<file path="config.mk">
export PLATFORM = sky130hd
export DESIGN_NAME = bcd_seg_display_flat
export DESIGN_NICKNAME = d
export VERILOG_FILES = /design/src/rtl/bcd_seg_display_pkg.sv /design/src/rtl/bcd_seg_display_if.sv /design/src/rtl/bcd_seg_display_seg7_encode.sv /design/src/rtl/bcd_seg_display.sv /design/src/flat_wrapper.sv
export SDC_FILE = /design/constraint.sdc
export NUM_CORES = 1
export LEC_CHECK = 0
export BUFFER_PORTS_ARGS = -buffer_cell sky130_fd_sc_hd__buf_2
export CAP_MARGIN = 10
export CORE_MARGIN = 8
export CORE_UTILIZATION = 59
export DETAILED_ROUTE_END_ITERATION = 7
export GPL_TIMING_DRIVEN = 0
export PLACE_DENSITY = 0.82
export REMOVE_ABC_BUFFERS = 1
export SLEW_MARGIN = 30
export SYNTH_ARGS = -nofsm -noshare
export SYNTH_HDL_FRONTEND = slang
export SYNTH_HIERARCHICAL = 1
export SYNTH_SLANG_ARGS = --single-unit
export TNS_END_PERCENT = 10
</file>
<file path="constraint.sdc">
create_clock -name clk -period 2.08 [get_ports clk]
set_clock_uncertainty 0.1 [all_clocks]
set_input_delay 0.52 -clock clk [delete_from_list [all_inputs] [get_ports clk]]
set_output_delay 0.52 -clock clk [all_outputs]
set_load 0.01 [all_outputs]
</file>
<file path="src/rtl/bcd_seg_display_pkg.sv">
// Shared types and constants for the BCD 7-segment display block.
package bcd_seg_display_pkg;

  typedef enum logic [1:0] {
    IDLE    = 2'd0,
    CONVERT = 2'd1,
    COMMIT  = 2'd2
  } state_t;

  localparam int IN_W       = 16;
  localparam int NIBBLES    = 5;             // 0..65535 needs five BCD digits
  localparam int SR_W       = 4*NIBBLES + IN_W;
  localparam int NUM_DIGITS = 4;             // only the low four are displayed

  // Segment patterns, lit = 1, bit order g..a
  localparam logic [6:0] SEG_0     = 7'b0111111;
  localparam logic [6:0] SEG_1     = 7'b0000110;
  localparam logic [6:0] SEG_2     = 7'b1011011;
  localparam logic [6:0] SEG_3     = 7'b1001111;
  localparam logic [6:0] SEG_4     = 7'b1100110;
  localparam logic [6:0] SEG_5     = 7'b1101101;
  localparam logic [6:0] SEG_6     = 7'b1111101;
  localparam logic [6:0] SEG_7     = 7'b0000111;
  localparam logic [6:0] SEG_8     = 7'b1111111;
  localparam logic [6:0] SEG_9     = 7'b1101111;
  localparam logic [6:0] SEG_BLANK = 7'b0000000;

  // Digit to active-high pattern; codes >= 10 cannot come out of the converter
  function automatic logic [6:0] seg_pattern(input logic [3:0] d);
    case (d)
      4'd0:    seg_pattern = SEG_0;
      4'd1:    seg_pattern = SEG_1;
      4'd2:    seg_pattern = SEG_2;
      4'd3:    seg_pattern = SEG_3;
      4'd4:    seg_pattern = SEG_4;
      4'd5:    seg_pattern = SEG_5;
      4'd6:    seg_pattern = SEG_6;
      4'd7:    seg_pattern = SEG_7;
      4'd8:    seg_pattern = SEG_8;
      4'd9:    seg_pattern = SEG_9;
      default: seg_pattern = SEG_BLANK;
    endcase
  endfunction

endpackage

</file>
<file path="src/rtl/bcd_seg_display_if.sv">
// Valid/ready input channel carrying the 16-bit value to display.
interface bcd_seg_display_if;
  import bcd_seg_display_pkg::*;

  logic            in_valid;
  logic [IN_W-1:0] in_data;
  logic            in_ready;

  modport master (output in_valid, output in_data, input in_ready);
  modport slave  (input in_valid, input in_data, output in_ready);
endinterface

</file>
<file path="src/rtl/bcd_seg_display_seg7_encode.sv">
// One BCD digit to seven segments, with blanking and output polarity.
module seg7_encode
  import bcd_seg_display_pkg::*;
#(
  parameter bit ACTIVE_LOW = 1'b0
) (
  input  logic [3:0] digit,
  input  logic       blank,
  output logic [6:0] seg
);

  logic [6:0] lit;

  // Pick the lit pattern, then apply polarity
  always_comb begin
    lit = blank ? SEG_BLANK : seg_pattern(digit);
    seg = ACTIVE_LOW ? ~lit : lit;
  end

endmodule

</file>
<file path="src/rtl/bcd_seg_display.sv">
// 16-bit binary to four-digit 7-segment display via serial double dabble.
module bcd_seg_display
  import bcd_seg_display_pkg::*;
#(
  parameter bit SEG_ACTIVE_LOW = 1'b0,
  parameter bit BLANK_LEADING  = 1'b0
) (
  input  logic                clk,
  input  logic                rst_n,
  bcd_seg_display_if.slave    bus,
  output logic [6:0]          hex3,
  output logic [6:0]          hex2,
  output logic [6:0]          hex1,
  output logic [6:0]          hex0,
  output logic                overflow,
  output logic                done
);

  localparam logic [6:0] SEG_OFF = SEG_ACTIVE_LOW ? 7'h7F : 7'h00;

  state_t                          state, state_nxt;
  logic [SR_W-1:0]                 sr, adj;
  logic [3:0]                      cnt;
  logic [NUM_DIGITS-1:0][3:0]      dig;
  logic [NUM_DIGITS-1:0]           lead;
  logic [NUM_DIGITS-1:0][6:0]      seg;
  logic                            ovf;

  assign bus.in_ready = (state == IDLE);

  // State register
  always_ff @(posedge clk or negedge rst_n)
    if (!rst_n) state <= IDLE;
    else        state <= state_nxt;

  // Next state: 16 shift cycles then one commit cycle
  always_comb begin
    state_nxt = state;
    case (state)
      IDLE:    if (bus.in_valid) state_nxt = CONVERT;
      CONVERT: if (cnt == 4'd15) state_nxt = COMMIT;
      COMMIT:  state_nxt = IDLE;
      default: state_nxt = IDLE;
    endcase
  end

  // Add-3 correction on every BCD nibble that would reach >= 10 after the shift
  always_comb begin
    adj = sr;
    for (int i = 0; i < NIBBLES; i++)
      if (sr[IN_W+4*i +: 4] >= 4'd5) adj[IN_W+4*i +: 4] = sr[IN_W+4*i +: 4] + 4'd3;
  end

  // Shift register and bit counter
  always_ff @(posedge clk or negedge rst_n)
    if (!rst_n) begin
      sr  <= '0;
      cnt <= '0;
    end else if (state == IDLE && bus.in_valid) begin
      sr  <= {{(4*NIBBLES){1'b0}}, bus.in_data};
      cnt <= '0;
    end else if (state == CONVERT) begin
      sr  <= adj << 1;
      cnt <= cnt + 4'd1;
    end

  // Digits and leading-zero blanking; a truncated (overflow) value is never blanked
  assign dig = sr[IN_W +: 4*NUM_DIGITS];
  assign ovf = |sr[SR_W-1 -: 4];

  always_comb begin
    lead[3] = BLANK_LEADING && !ovf && (dig[3] == 4'd0);
    lead[2] = lead[3] && (dig[2] == 4'd0);
    lead[1] = lead[2] && (dig[1] == 4'd0);
    lead[0] = 1'b0;
  end

  for (genvar g = 0; g < NUM_DIGITS; g++) begin : g_enc
    seg7_encode #(.ACTIVE_LOW(SEG_ACTIVE_LOW)) u_enc (
      .digit (dig[g]),
      .blank (lead[g]),
      .seg   (seg[g])
    );
  end

  // Display registers: load on COMMIT, hold otherwise; done follows COMMIT by one edge
  always_ff @(posedge clk or negedge rst_n)
    if (!rst_n) begin
      hex3     <= SEG_OFF;
      hex2     <= SEG_OFF;
      hex1     <= SEG_OFF;
      hex0     <= SEG_OFF;
      overflow <= 1'b0;
      done     <= 1'b0;
    end else begin
      done <= (state == COMMIT);
      if (state == COMMIT) begin
        hex3     <= seg[3];
        hex2     <= seg[2];
        hex1     <= seg[1];
        hex0     <= seg[0];
        overflow <= ovf;
      end
    end

endmodule

</file>
<file path="src/flat_wrapper.sv">
// flat-port wrapper written by rule: the top's interface ports become plain ports
module bcd_seg_display_flat import bcd_seg_display_pkg::*;
#(
  parameter bit SEG_ACTIVE_LOW = 1'b0,
  parameter bit BLANK_LEADING  = 1'b0
)
  (clk, rst_n, hex3, hex2, hex1, hex0, overflow, done, bus_in_valid, bus_in_data, bus_in_ready);
  bcd_seg_display_if bus_i ();
  input  logic clk;
  input  logic rst_n;
  output logic [6:0] hex3;
  output logic [6:0] hex2;
  output logic [6:0] hex1;
  output logic [6:0] hex0;
  output logic overflow;
  output logic done;
  input wire logic [$bits(bus_i.in_valid)-1:0] bus_in_valid;
  input wire logic [$bits(bus_i.in_data)-1:0] bus_in_data;
  output wire logic [$bits(bus_i.in_ready)-1:0] bus_in_ready;
  assign bus_i.in_valid = bus_in_valid;
  assign bus_i.in_data = bus_in_data;
  assign bus_in_ready = bus_i.in_ready;
  bcd_seg_display #(.SEG_ACTIVE_LOW(SEG_ACTIVE_LOW), .BLANK_LEADING(BLANK_LEADING)) u_core (.clk(clk), .rst_n(rst_n), .bus(bus_i), .hex3(hex3), .hex2(hex2), .hex1(hex1), .hex0(hex0), .overflow(overflow), .done(done));
endmodule
</file>
After elaboration in Yosys (flattened, before gate mapping)
Memories as Yosys holds them, arrays and structs flattened. A register that Yosys moved wholly into a read port is not among the register bits.
Index checks and enable logic that the tools add are counted.
{ "totals": {"ff_bits": 44, "latch_bits": 0, "ram_bits": 0, "mem_bits_ro": 448, "in_bits": 19, "out_inout_bits": 31, "word_cells": 46, "n_memories": 4} }
{ "classes": {"addsub": 6, "mul": 0, "div": 0, "n_lt_le_gt_ge": 5, "n_eq_ne": 5, "n_shift": 0, "n_mux": 12, "n_bitwise": 0, "n_reduce_logical": 9} }
{ "memory_table": {"columns": ["name", "depth", "word_bits", "read_ports", "rd_ports_with_merged_regs", "write_ports", "line", "rtl"], "rows": [
  ["(name not given)", 16, 7, 1, 1, 0, "bcd_seg_display_pkg.sv:30", "case (d)"],
  ["(name not given)", 16, 7, 1, 1, 0, "bcd_seg_display_pkg.sv:30", null],
  ["(name not given)", 16, 7, 1, 1, 0, "bcd_seg_display_pkg.sv:30", null],
  ["(name not given)", 16, 7, 1, 1, 0, "bcd_seg_display_pkg.sv:30", null]
]} }
{ "ops": {"columns": ["op", "n"], "rows": [
  ["36-bit two-way mux", 2],
  ["4-bit two-way mux", 6],
  ["4-bit by 3-bit >= comparator with 1-bit output (second input constant)", 5],
  ["4-bit by 2-bit adder with 4-bit output (second input constant)", 4],
  ["4-bit by 1-bit adder with 4-bit output (second input constant)", 1],
  ["4-bit equality test (second input constant)", 1],
  ["1-bit logical NOT", 4],
  ["2-bit two-way mux", 2],
  ["2-bit one-hot mux with 2 select lines", 1],
  ["4-bit OR reduction", 1],
  ["3-bit by 2-bit adder with 3-bit output (second input constant)", 1],
  ["3-bit two-way mux", 1],
  ["2-bit by 1-bit equality test with 1-bit output (second input constant)", 1],
  ["2-bit equality test (second input constant)", 1],
  ["2-bit logical NOT", 1],
  ["2-bit by 1-bit != test with 1-bit output (second input constant)", 1],
  ["2-bit != test (second input constant)", 1],
  ["2-bit AND reduction", 1],
  ["2-bit nonzero test", 1],
  ["1-bit logical AND", 1]
]} }

Logic depth before layout (Yosys ltp)
{ "logic_depth": {"ltp_word": 4, "ltp_mapped": 6, "ltp_nobuf": 6} }

By module
Netlist, hierarchy kept.
{ "by_module_without_submodules": {"columns": ["mod", "instances", "cells_per_inst", "area_each_um2", "seq_area_each_um2"], "rows": [
  ["bcd_seg_display", 1, 282, 3281.9, 1801.7],
  ["seg7_encode", 4, 31, 230.2, 0.0]
]} }

Worst setup path after synthesis
OpenSTA, ideal clock, no wires.
{ "synth_path": {"kind": "register -> register", "start": "register u_core.sr[29]", "end": "register u_core.sr[32]", "setup_time_ns": 0.101, "arrival_ns": 1.296, "setup_slack_ns": 0.583, "path_stages_with_launch": 6, "period_less_slack_ns": 1.497, "cell_sequence": "dfrtp_1 -> inv_1 -> ha_1 -> nor2b_1 -> o21a_1 -> o32ai_1"} }
{ "synth_between": {"elab_chain_len": 4, "word_cells_on_any_way": 5, "cone_classes": "add/sub (1); order compare (1); mux (3)"} }
{ "synth_rtl": {"columns": ["element", "line", "rtl"], "rows": [
  ["from (decl)", "bcd_seg_display.sv:22", "logic [SR_W-1:0] sr, adj;"],
  ["from (signal assigned)", "bcd_seg_display.sv:60", "sr <= {{(4*NIBBLES){1'b0}}, bus.in_data};"],
  ["from (signal assigned)", "bcd_seg_display.sv:63", "sr <= adj << 1;"],
  ["4-bit by 2-bit adder with 4-bit output or 4-bit by 3-bit >= comparator with 1-bit output (tied branches)", "bcd_seg_display.sv:51", "if (sr[IN_W+4*i +: 4] >= 4'd5) adj[IN_W+4*i +: 4] = sr[IN_W+4*i +: 4] + 4'd3;"],
  ["4-bit two-way mux *", "bcd_seg_display.sv:51", null],
  ["36-bit two-way mux *", "bcd_seg_display.sv:62", "end else if (state == CONVERT) begin"],
  ["36-bit two-way mux *", "bcd_seg_display.sv:59", "end else if (state == IDLE && bus.in_valid) begin"]
]} }
Mark *: on every way between the ends. The rest lies on a longest branch, timed or not. The select of a mux whose other input is x is not followed.
A chain may end at the register's enable or synchronous reset.

Final worst setup path
{ "layout_path": {"start": "register u_core.state[1]", "end": "register u_core.cnt[3]"} }
{ "layout_between": {"elab_chain_len": 3, "word_cells_on_any_way": 5, "cone_classes": "eq/ne (1); mux (1); reduce/logical (3)"} }
{ "layout_rtl": {"columns": ["element", "line", "rtl"], "rows": [
  ["from (decl)", "bcd_seg_display.sv:21", "state_t state, state_nxt;"],
  ["from (signal assigned)", "bcd_seg_display.sv:34", "else state <= state_nxt;"],
  ["2-bit logical NOT", "bcd_seg_display.sv:59", null],
  ["1-bit logical AND", "bcd_seg_display.sv:59", null],
  ["4-bit two-way mux or 2-bit nonzero test (tied branches)", null, null],
  ["to (signal assigned)", "bcd_seg_display.sv:64", "cnt <= cnt + 4'd1;"],
  ["to (decl)", "bcd_seg_display.sv:23", "logic [3:0] cnt;"]
]} }
Several ways; a longest one is shown, not always the timed one.

==> impl_metrics.yaml <==
run_status:
  status: "completed"
final_layout:
  final_nets: 535
  final_cell_mix: "72 x dfrtp_1, 48 x buf_2, 44 x nand2_1, 32 x ha_1, 32 x conb_1"
  fin_cells: 585
  area_growth_pct: 15.99
  drive_gt1_share_pct: 21.47
  fin_util_pct: 71.36
  antenna-diode-count: 0
  final_common_cell: "dfrtp_1"
logic_synthesis:
  synth_top_family_by_area: "compound AO/OA/AOI/OAI gates"
  synth_xor_area_share_pct: 1.667
  syn-instance-count: 406
  synthesis.area_um2: 4203
  synthAdderAreaFrac_pct: 9.527
  async_flop_share_pct: 100.0
  seq_area_frac_synth_pct: 42.87
  synth_warnings: 6
  synth_compound_area_share_pct: 17.56
  avgSynthCellArea_um2: 10.35
  muxShareOfSynthArea_pct: 8.455
  ys_ff_latch: 72
  ys_types: 40
  synth_edf_count: 0
  synth-main-ff-cell: "dfrtp_1"
  synth_simple_gate_area_share_pct: 14.11
grt:
  grt_pass1_wl_mm: 15.10
  grt_use_total_pct: 18.11
  grt_pass1_vias: 3395
  grt_start_max_net_pins: 41
  antenna_found_initial: 0
  grt_overflow: 0
clock_tree:
  cts_root_buf: "clkbuf_8"
  clkTransAtPathRegs_ns: 0.09
  clock-sinks: 72
  cts_resized: 0
  cts_tree: "yes"
  max-clock-path-buffers: 2
  postCtsSetupRepairBufs: 0
  htreeDepth: 3
  numCtsBuffers: 9
  clk_latency_ns: 0.35
  hold_buffers: 0
worst_hold_path:
  hp-class: "in -> async"
floorplan:
  core_area_um2: 6832
  rows: 30
  dieArea_um2: 10080
  start_util_pct: 61.52
  io_pins: 50
  dieHeight_um: 100.4
  die_w_um: 100.4
power_and_ir_drop:
  p_per_area_nw_per_um2: 1393
  p_total_w: 0.006791
  leakagePower_nw: 2.447
  peakVddDrop_v: 0.0006347
route:
  wl_mm: 8.673
  via_count: 3238
  wire_per_inst_um: 14.83
  drt_iter0_markers: 142
  first_pass_iters: 4
  drc: 0
  vias_per_cell: 5.535
  antenna_left: 0
critical_path:
  cp_top_family: "simple AND/OR/NAND/NOR gates"
  crit_path_cell_trace: "nand2b_1 > or3_1 > a21oi_1"
  startpoint_type: "flop"
  path_class: "reg -> reg"
  critical_path_peak_fanout: 21
  path_buf_inv: 0
  worstPathArrival_ns: 2.04
  slowest_stage: "nand2b_1"
  worst_ep_required_time_ns: 2.26
  r2r_setup_slack_ns: 0.21
  endpoint_kind: "flop"
  cp.depth: 3
  rr_worst_depth: 3
  slowest_delay_ns: 0.56
timing:
  finalHoldViolCount: 0
  worst_slack_ns: 0.2140
  min_period_ns: 1.866
  tightest_slew_ns: 0.8151
  fin_crit_sh_pct: 89.71
  rsz0062_at_grt: "false"
  max_clock_freq_mhz: 535.9
  final_max_slew_viol_count: 0
  max-slew-margin-rel_pct: 45.66
  setup_viol: 0
place:
  place_inst: 569
  dpl.hpwl_mm: 5.950
  place_ws_ns: 0.2493
  routabilityCongestion: 0.7972
  io_buffers: 49
run:
  drv_cap: 0
==> logic make-up (layout without fill, tap and decap cells) <==
family	after synthesis	in the layout
compound gates	101	101
xor+xnor	8	8
fa+ha+maj	32	32
buf+inv	46	98
flops	72	72
mux	32	32
other cells	1	32
simple gates	114	114
==> layout make-up <==
cell class                 count  area (um^2)
fill                         532         1957
sequential                    72         1802
clock inverter                 7        80.08
clock buffer                   9        123.9
tap                           96        120.1
timing repair buffer          54        345.3
inverter                      28        105.1
multi-input combinational    319         2298
==> cells in the mapped netlist, drive strengths merged (9+ instances only) <==
cell | instances | area (um^2)
o2111ai | 10 | 87.58
or2 | 12 | 75.07
o31ai | 10 | 75.07
a21oi | 9 | 45.04
mux2 | 28 | 315.3
nor2b | 15 | 96.34
o21ai | 12 | 60.06
nand2 | 44 | 165.2
nand2b | 21 | 161.4
dfrtp | 72 | 1802
inv | 28 | 105.1
o22ai | 12 | 75.07
a22oi | 15 | 112.6
ha | 32 | 400.4
nor2 | 17 | 63.81
buf | 17 | 131.4
==> stage by stage <==
step / hold WS [ns] / setup TNS (ns) / cell area (um^2)
2_1_floorplan: 0.1244 / -4.736 / 4184
3_3_place_gp: 0.3560 / -34.60 / 4549
3_5_place_dp: 0.3669 / 0 / 4671
4_1_cts: 0.06347 / 0 / 4875
5_1_grt: 0.08033 / 0 / 4875
6_report: 0.04995 / 0 / 4875
==> worst paths after layout <==
check,end,startpoint
worst max register to register,u_core/cnt[3]$_DFFE_PN0P_,u_core/state[1]$_DFFE_PN0P_
max in group asynchronous,u_core/sr[29]$_DFFE_PN0P_,rst_n
min in group clk,u_core/sr[1]$_DFFE_PN0P_,bus_in_data[1]
worst min-delay path,u_core/hex0[6]$_DFFE_PN0P_,rst_n
worst max-delay path,u_core/cnt[3]$_DFFE_PN0P_,u_core/state[1]$_DFFE_PN0P_
worst min register to register,u_core/hex0[5]$_DFFE_PN0P_,u_core/hex0[5]$_DFFE_PN0P_
==> power breakdown <==
part / switching [W] / internal, W / leakage, nW / total [W]
Combinational: 0.00168 / 0.00149 / 1.39 / 0.00318
Sequential: 0.000582 / 0.00188 / 0.957 / 0.00247
Clock: 0.000582 / 0.000566 / 0.0964 / 0.00115
==> routing by layer <==
metal  vias to the layer above  wire [um]  track usage [%]  share of wire [%]
li1                       1567          -                -                  -
met1                      1585       3715            20.52                 43
met2                        77       4443            32.46                 51
met3                         9        431            4.567                5.0
met4                         0         82            5.581               0.95
met5                         -          0                0                  0
==> state kept, by name, summed over array words and instances (netlist names) <==
name	cells
u_core/cnt	4
u_core/done	1
u_core/hex0	7
u_core/hex1	7
u_core/hex2	7
u_core/hex3	7
u_core/overflow	1
u_core/sr	36
u_core/state	2
(Power assumes the default switching activity.)
